**src/rtl/vec_response_capture.sv**
```systemverilog
// Response capture block: DEPTH-entry FIFO of 8-bit response vectors with a saturating vector counter.
// Define VEC_RESPONSE_MISR_EN to build the 16-bit MISR signature; without it, signature is tied to zero.
module vec_response_capture #(
  parameter int DEPTH = 4
) (
  input  logic        clk,
  input  logic        rst_n,
  input  logic        in_valid,
  input  logic [7:0]  in_resp,
  output logic        in_ready,
  output logic        out_valid,
  output logic [7:0]  out_data,
  input  logic        out_ready,
  input  logic        flush,
  input  logic        sig_clear,
  output logic [15:0] vec_count,
  output logic [15:0] signature,
  output logic [3:0]  level
);

  localparam int AW = $clog2(DEPTH);
  localparam logic [3:0] LVL_FULL = 4'(DEPTH);
  localparam logic [3:0] LVL_LAST = 4'(DEPTH - 1);

  typedef enum logic [1:0] {EMPTY, PARTIAL, FULL} state_t;

  state_t        state;
  logic [AW-1:0] wr_ptr;
  logic [AW-1:0] rd_ptr;
  logic [7:0]    mem [DEPTH];
  logic          wr_en;
  logic          rd_en;
  logic          count_en;

  // Ready comes only from registered state; rst_n gating holds it low while in reset.
  assign in_ready  = rst_n && (state != FULL);
  assign out_valid = (state != EMPTY);
  assign out_data  = mem[rd_ptr];

  // flush wins over any same-cycle transfer, so neither pointer nor storage moves.
  assign wr_en    = in_valid && in_ready && !flush;
  assign rd_en    = out_valid && out_ready && !flush;
  assign count_en = wr_en && !sig_clear;

  // NOTE: storage has no reset; only pointers and occupancy define what is valid.
  always_ff @(posedge clk) begin
    if (wr_en) mem[wr_ptr] <= in_resp;
  end

  // NOTE: sequential state uses non-blocking assignments so every register samples pre-edge values.
  always_ff @(posedge clk or negedge rst_n) begin
    if (!rst_n) begin
      state  <= EMPTY;
      level  <= '0;
      wr_ptr <= '0;
      rd_ptr <= '0;
    end else if (flush) begin
      state  <= EMPTY;
      level  <= '0;
      wr_ptr <= '0;
      rd_ptr <= '0;
    end else begin
      if (wr_en) wr_ptr <= wr_ptr + 1'b1;
      if (rd_en) rd_ptr <= rd_ptr + 1'b1;
      unique case (state)
        EMPTY: begin
          if (wr_en) begin
            state <= PARTIAL;
            level <= 4'd1;
          end
        end
        PARTIAL: begin
          if (wr_en && !rd_en) begin
            level <= level + 4'd1;
            if (level == LVL_LAST) state <= FULL;
          end else if (rd_en && !wr_en) begin
            level <= level - 4'd1;
            if (level == 4'd1) state <= EMPTY;
          end
        end
        FULL: begin
          if (rd_en) begin
            state <= PARTIAL;
            level <= LVL_LAST;
          end
        end
        default: begin
          state <= EMPTY;
          level <= '0;
        end
      endcase
    end
  end

  always_ff @(posedge clk or negedge rst_n) begin
    if (!rst_n) begin
      vec_count <= '0;
    end else if (sig_clear) begin
      vec_count <= '0;
    end else if (count_en && (vec_count != 16'hFFFF)) begin
      vec_count <= vec_count + 16'd1;
    end
  end

`ifdef VEC_RESPONSE_MISR_EN
  logic [15:0] misr;

  always_ff @(posedge clk or negedge rst_n) begin
    if (!rst_n) begin
      misr <= '0;
    end else if (sig_clear) begin
      misr <= '0;
    end else if (count_en) begin
      misr <= {misr[14:0], 1'b0} ^ (misr[15] ? 16'h1021 : 16'h0000) ^ {8'h00, in_resp};
    end
  end

  assign signature = misr;
`else
  assign signature = 16'h0000;
`endif

  // Occupancy register is authoritative; it is bounded by DEPTH through the FULL state.
  logic unused_ok;
  assign unused_ok = (level == LVL_FULL);

endmodule

```
**config.mk**
```make
export PLATFORM = sky130hd
export DESIGN_NAME = vec_response_capture
export DESIGN_NICKNAME = d
export VERILOG_FILES = /design/src/rtl/vec_response_capture.sv
export SDC_FILE = /design/constraint.sdc
export NUM_CORES = 1
export LEC_CHECK = 0
export ABC_AREA = 1
export ABC_CLOCK_PERIOD_IN_PS = 2400
export BUFFER_PORTS_ARGS = -buffer_cell sky130_fd_sc_hd__buf_2
export CORE_ASPECT_RATIO = 1.25
export CORE_UTILIZATION = 46
export CTS_CLUSTER_DIAMETER = 200
export DETAILED_ROUTE_END_ITERATION = 12
export PLACE_DENSITY = 0.69
export REMOVE_ABC_BUFFERS = 1
export SLEW_MARGIN = 30
export SYNTH_ARGS = -nofsm -noshare
export SYNTH_HDL_FRONTEND = slang
export SYNTH_SLANG_ARGS = --single-unit
```
**constraint.sdc**
```tcl
create_clock -name clk -period 2.4 [get_ports clk]
set_clock_uncertainty 0.2 [all_clocks]
set_input_delay 0.12 -clock clk [delete_from_list [all_inputs] [get_ports clk]]
set_output_delay 0.12 -clock clk [all_outputs]
set_load 0.05 [all_outputs]
```
==> qor.csv, run 1 <==
stage,metric,value,unit
outcome,status,"complete, no violations",
placed_design,hpwl dp,4550,um
cells_and_area,Antenna Cells,0,
route,drt first pass iters,4,
cells_and_area,multi-input logic area,0.00130,mm^2
synthesis,Yosys top cell area share,0.305,
route,DRC errors left,0,
cells_and_area,layout filler cell count,608,
cells_and_area,Area growth syn-to-layout,19.2,%
cells_and_area,layout cell share with drive strength beyond 1,0.201,
flow_run,Max-cap violations,0,
clock_tree,H-tree lvl count,3,
clock_tree,CTS tree,built,
global_route,All-Layer GR Usage,0.194,
global_route,global-route wire length before repair,10700,um
critical_path,crit path DAT,1750,ps
synthesis,Synth Register Bits,58,
min_path,Hold Path Origin,in_valid,
synthesis,most frequent cell after synthesis,nand2_1,
sta,crit share post-route,0.864,
min_path,worst min-delay path class,input pin to register,
pwr,Static Leakage,0.00166,uW
route,DRT antenna net count,0,
critical_path,Crit Path Class,register to output port,
route,DRT Wirelength,6480,um
critical_path,Critical Path Sink Type,output port,
pwr,Flop pwr share,0.394,
synthesis,Synth Cell Area,0.00315,mm^2
clock_tree,Num CTS Buffers,9,
global_route,largest net degree at the start of global routing,28,
die,IO Pins,60,
pwr,Logic pwr share,0.285,
sta,Final Hold Viols,0,
clock_tree,clk root buf,clkbuf_8,
sta,FMAX,482,MHz
cells_and_area,Reg area,0.00161,mm^2
sta,min Tclk post-route,2070,ps
route,initial detailed-routing violation count,100,
clock_tree,clk slew on worst S/H paths,60,ps
clock_tree,CTS Buffer Depth,2,
synthesis,"EDFF count, synth",32,
critical_path,reg2reg path depth,4,
min_path,hold depth,5,
pwr,cell internal pwr,1930,uW
global_route,global route overflow,0,
critical_path,startpoint types,register,
critical_path,Reg-to-Reg End,rd_ptr[0],
clock_tree,clock latency on the worst-skew pair,330,ps
sta,Final setup viols,0,
placed_design,GPL Wtd Cong,0.863,
placed_design,IO buf count,43,
critical_path,internal reg-to-reg setup slack,470,ps
synthesis,Syn. warnings,0,
synthesis,Yosys top cell by area,edfxtp_1,
clock_tree,Clock Sinks,58,
synthesis,Mapped Cells,353,
die,Die Y,94.6,um
die,core area,0.00661,mm^2
cells_and_area,# nets final,441,
pwr,P per Cell Area,794,mW/mm^2
sta,"Slew Viols, Final",0,
pwr,Clk pwr share,0.322,
sta,max_slew headroom,0.648,
synthesis,async set-or-reset flop fraction in the synthesized netlist,0.448,
global_route,vias in the first global route,2408,
synthesis,synth top area cells,"edfxtp_1, dfrtp_1, nand2_1, nor2_1, o21ai_0",
synthesis,sequential fraction of the synthesis area,0.511,
pwr,Switching Share,0.353,
placed_design,DP Worst Slack,490,ps
synthesis,Synth cell types,34,
die,effective utilization at floorplan,0.477,
sta,Worst Tran Pin Value,527,ps
critical_path,r2r startpoint,rd_ptr[0],
sta,slack of the critical path,326,ps
global_route,initial antenna violation count,0,
synthesis,Most used DFF post-synth,edfxtp_1,
die,row count,33,
critical_path,CP max FO,17,
min_path,Hold Path Sink,wr_ptr[0],
synthesis,syn_area_per_cell,8.93,um^2
sta,Fin Setup TNS,0,ps
sta,RSZ-0062 raised after global routing,no,
die,Die Area,0.00719,mm^2
route,wire length per cell,12.7,um
pwr,P_sw,1050,uW
die,Die X,76.1,um
route,vias per inst,4.91,
critical_path,WP data required,2080,ps
pwr,worst vdd ir,0.540,mV
synthesis,most instantiated cells after synthesis,"nand2_1, nor2_1, edfxtp_1, inv_1, o21ai_0",
route,vias,2504,
what timing repair did:
item,in CTS,in global routing
hold buffers,13,0
resized for setup,0,0
hold endpoints to repair,69,0
buffers inserted,0,0
worst max-delay path, stage by stage, from the launching register on:
cell,delay [ps]
dfrtp_1,380
inv_1,400
o21ai_0,200
o22ai_1,160
buf_2,290
final cells by class:
| type | count | share of cell area |
|---|---|---|
| tap | 87 | 0.0290 |
| clock buffer | 11 | 0.0376 |
| clock inverter | 4 | 0.0180 |
| inverter | 34 | 0.0360 |
| sequential | 58 | 0.429 |
| multi-input combinational | 254 | 0.347 |
| timing repair buffer | 62 | 0.104 |
power groups by stage:
stage                     logic [uW]  registers (uW)  clock network, uW
after floorplan                  549            1280                  0
after global placement           820            1190                  0
after detailed placement         831            1200                  0
after CTS                        855            1180                974
after global routing             941            1190               1020
final                            850            1170                960
registers in the layout, indices dropped and copies added (netlist names):
register,cells
level,4
state,2
wr_ptr,2
rd_ptr,2
mem,32
vec_count,16
how the worst max path moves through the flow:
stage | from | to | slack, ps | depth (start not counted)
finish | rd_ptr[0] | out_data[7] | 330 | 4
global route | rd_ptr[1] | out_data[5] | 200 | 4
CTS | rd_ptr[0] | out_data[7] | 350 | 4
detailed placement | vec_count[0] | vec_count[7] | 490 | 10
global placement | vec_count[0] | vec_count[7] | 570 | 10
floorplan | state[0] | mem[0][0] | 150 | 4
per-stage QoR:
step,cells,util,total power (uW),cell area [um^2],hold slack [ps]
floorplan,346,-,1830,3050,-376
global placement,482,0.518,2010,3420,-45.1
detailed placement,482,0.518,2030,3420,-41.2
CTS,510,0.569,3000,3760,35.4
global route,510,0.569,3150,3760,73.0
finish,510,0.569,2990,3760,47.2
layer usage:
metal	up-vias	routed length, um	GRT usage
met2	55	3290	0.348
met3	11	260	0.0502
li1	1274	-	-
met1	1164	2820	0.219
met5	-	0	0
met4	0	102	0.0865
kinds of logic (layout without fill, tap and decap cells):
logic type               Yosys count  after routing  share of synthesized area
XOR/XNOR                           9              9                     0.0250
buffers and inverters             56            111                     0.0933
adder cells (fa/ha/maj)            8              8                     0.0317
flip-flops                        58             58                      0.511
other                              1             16                    0.00119
AND/OR/NAND/NOR                  170            170                      0.245
AO/OA/AOI/OAI                     51             51                     0.0929
placed cells by master (no fill, tap or decap), types with 3 or more instances in the layout:
| master | synthesis | final |
|---|---|---|
| nand2_2 | 5 | 5 |
| nand3_1 | 26 | 26 |
| o22ai_1 | 8 | 8 |
| dlygate4sd3_1 | 0 | 13 |
| xor2_1 | 7 | 7 |
| clkinv_1 | 1 | 3 |
| nand4_1 | 5 | 5 |
| a21oi_1 | 4 | 4 |
| o21ai_0 | 29 | 29 |
| edfxtp_1 | 32 | 32 |
| nand2_1 | 75 | 75 |
| ha_1 | 8 | 8 |
| o21ai_2 | 5 | 5 |
| conb_1 | 1 | 16 |
| nor3_1 | 4 | 4 |
| buf_2 | 0 | 43 |
| inv_1 | 30 | 30 |
| dfrtp_1 | 26 | 26 |
| clkbuf_8 | 0 | 10 |
| nor2_1 | 44 | 44 |
| buf_4 | 16 | 6 |
(Power assumes the default switching activity.)
==> inputs of run 2 (changes only) <==
--- a/config.mk
+++ b/config.mk
@@ -6,7 +6,7 @@
 export NUM_CORES = 1
 export LEC_CHECK = 0
 export ABC_AREA = 1
-export ABC_CLOCK_PERIOD_IN_PS = 2400
+export ABC_CLOCK_PERIOD_IN_PS = 2300
 export BUFFER_PORTS_ARGS = -buffer_cell sky130_fd_sc_hd__buf_2
 export CORE_ASPECT_RATIO = 1.25
 export CORE_UTILIZATION = 46
==> constraint.sdc (replaced) <==
create_clock -name clk -period 2.3 [get_ports clk]
set_clock_uncertainty 0.2 [all_clocks]
set_input_delay 0.115 -clock clk [delete_from_list [all_inputs] [get_ports clk]]
set_output_delay 0.115 -clock clk [all_outputs]
set_load 0.05 [all_outputs]
==> qor.csv, run 2 (synthesized netlist as in run 1, its figures left out) <==
stage,metric,value,unit,change
route,vias,2463,,-1.6%
critical_path,"slowest stage cell, crit path",dfrtp_1,,
critical_path,Crit path max-delay family,buffers and inverters,,
cells_and_area,Largest regs,"mem: 32 flops, vec_count: 16 flops, level: 4 flops",,
flow_run,Max-cap violations,0,,unchanged
route,vias per inst,4.82,,-1.8%
die,Die Area,0.00719,mm^2,unchanged
critical_path,Critical Path Sink Type,output port,,
route,DRT Wirelength,6240,um,-3.7%
clock_tree,CTS Buffer Depth,2,,unchanged
global_route,All-Layer GR Usage,0.187,,-0.00720
route,DRT antenna net count,0,,unchanged
placed_design,Cells after DPL,482,,unchanged
critical_path,Crit Path Class,register to output port,,
cells_and_area,Area growth syn-to-layout,18.0,%,
clock_tree,cts repair resizes,0,,unchanged
global_route,initial antenna violation count,0,,unchanged
sta,slack of the critical path,310,ps,-16.4 ps
pwr,Static Leakage,0.00164,uW,-1.2%
clock_tree,clk slew on worst S/H paths,60,ps,about the same
critical_path,startpoint types,register,,
clock_tree,H-tree lvl count,3,,unchanged
pwr,worst vdd ir,0.582,mV,+7.7%
cells_and_area,"Cell Count, Final, Fillers Out",511,,+0.20%
placed_design,IO buf count,43,,unchanged
placed_design,hpwl dp,4480,um,-1.5%
sta,Worst Tran Pin Value,545,ps,+17.9 ps
clock_tree,Num CTS Buffers,9,,unchanged
route,wire length per cell,12.2,um,-3.9%
global_route,global route overflow,0,,unchanged
cells_and_area,# nets final,441,,unchanged
clock_tree,Clock Sinks,58,,unchanged
die,core area,0.00661,mm^2,unchanged
die,row count,33,,unchanged
global_route,vias in the first global route,2346,,-2.6%
critical_path,Crit path buffers/inverters,2,,unchanged
critical_path,CP max FO,17,,unchanged
pwr,post-layout power,2910,uW,-2.5%
critical_path,WP data required,1990,ps,-90 ps
cells_and_area,layout filler cell count,604,,-0.66%
sta,crit share post-route,0.865,,
sta,RSZ-0062 raised after global routing,no,,
outcome,status,"complete, no violations",,
cells_and_area,most frequent cells in the layout,"nand2_1, nor2_1, buf_2",,
cells_and_area,max FFs per register,32,,unchanged
critical_path,critical-path cell list,inv_1 -> o21ai_0 -> o22ai_1 -> buf_2,,
route,drt first pass iters,4,,unchanged
global_route,global-route wire length before repair,10300,um,-3.9%
die,IO Pins,60,,unchanged
placed_design,GPL Wtd Cong,0.862,,-0.13%
placed_design,DP Worst Slack,384,ps,-105 ps
route,initial detailed-routing violation count,76,,-24%
die,effective utilization at floorplan,0.477,,unchanged
sta,"Slew Viols, Final",0,,unchanged
cells_and_area,Antenna Cells,0,,unchanged
pwr,P per Cell Area,782,mW/mm^2,-1.5%
sta,max_slew headroom,0.636,,-0.0119
die,Die Y,94.6,um,unchanged
sta,FMAX,503,MHz,
critical_path,Worst path max stage delay,380,ps,-20 ps
sta,Final setup viols,0,,unchanged
clock_tree,clock latency on the worst-skew pair,330,ps,about the same
cells_and_area,layout cell share with drive strength beyond 1,0.208,,+0.00660
die,Die X,76.1,um,unchanged
sta,Final Hold Viols,0,,unchanged
global_route,largest net degree at the start of global routing,27,,-3.6%
sta,min Tclk post-route,1990,ps,
cells_and_area,utilization after layout,0.563,,-0.00568
critical_path,crit path DAT,1670,ps,-80 ps
sta,Fin Setup TNS,0,ps,unchanged
clock_tree,"Setup Fix Bufs, Post-CTS",0,,unchanged
clock_tree,clk root buf,clkbuf_8,,
cells_and_area,Biggest register,mem,,
clock_tree,CTS tree,built,,
min_path,worst min-delay path class,input pin to register,,
cells_and_area,"most common cell after layout, fill and taps aside",nand2_1,,
route,DRC errors left,0,,unchanged
run 2: cell types whose count changed in the layout (fill, tap and decap cells not counted):
cell / previous run / this run
clkinvlp_4: 0 / 2
bufinv_16: 2 / 0
clkinv_2: 0 / 3
clkinv_1: 3 / 1
run 2: final cells by class:
type | instances | area (um^2) | share of cell area
inverter | 34 | 135 | 0.0363
tap | 87 | 109 | 0.0293
clock inverter | 5 | 30.0 | 0.00807
multi-input combinational | 254 | 1300 | 0.350
sequential | 58 | 1610 | 0.433
timing repair buffer | 62 | 390 | 0.105
clock buffer | 11 | 141 | 0.0380
run 2: worst register-to-register path, stage by stage, from the launching register on:
cell and delay (ps):
dfrtp_1 380, inv_1 370, nor2_1 140, nor3_1 200
dlygate4sd3_1 580
run 2: repair_timing:
item,4_1_cts,5_1_grt
setup endpoints to repair,0,0
hold buffers,13,0
endpoints found under the hold margin,69,0
run 2: final timing paths:
path	startpoint	to	slack, ps	cells past startpoint
worst max register to register	rd_ptr[0]	rd_ptr[0]	360	4
min in group asynchronous	rst_n	state[0]	170	3
max in group asynchronous	rst_n	vec_count[7]	1470	3
worst max-delay path	rd_ptr[0]	out_data[4]	310	4
worst min-delay path	in_valid	wr_ptr[0]	40	5
worst min register to register	vec_count[1]	vec_count[1]	330	2
run 2: per-stage QoR:
step	instance area [um^2]	hold WS [ps]
detailed placement	3420	0.856
global placement	3420	-7.74
CTS	3720	26.1
global route	3720	73.2
floorplan	3050	-381
finish	3720	38.6
run 2: metal layers:
layer	up-vias	global-route usage	share of wire
met3	7	0.0473	0.042
met4	0	0.0962	0.013
met1	1130	0.208	0.43
met5	-	0	0
met2	59	0.333	0.51
li1	1267	-	-
run 2: where the power goes:
group / internal [uW] / switching (uW) / total (uW) / leakage [uW]
clock network: 413 / 379 / 793 / 0.0000851
logic: 240 / 652 / 892 / 0.000913
registers: 1150 / 75.0 / 1230 / 0.000646
total: 1800 / 1110 / 2910 / 0.00164
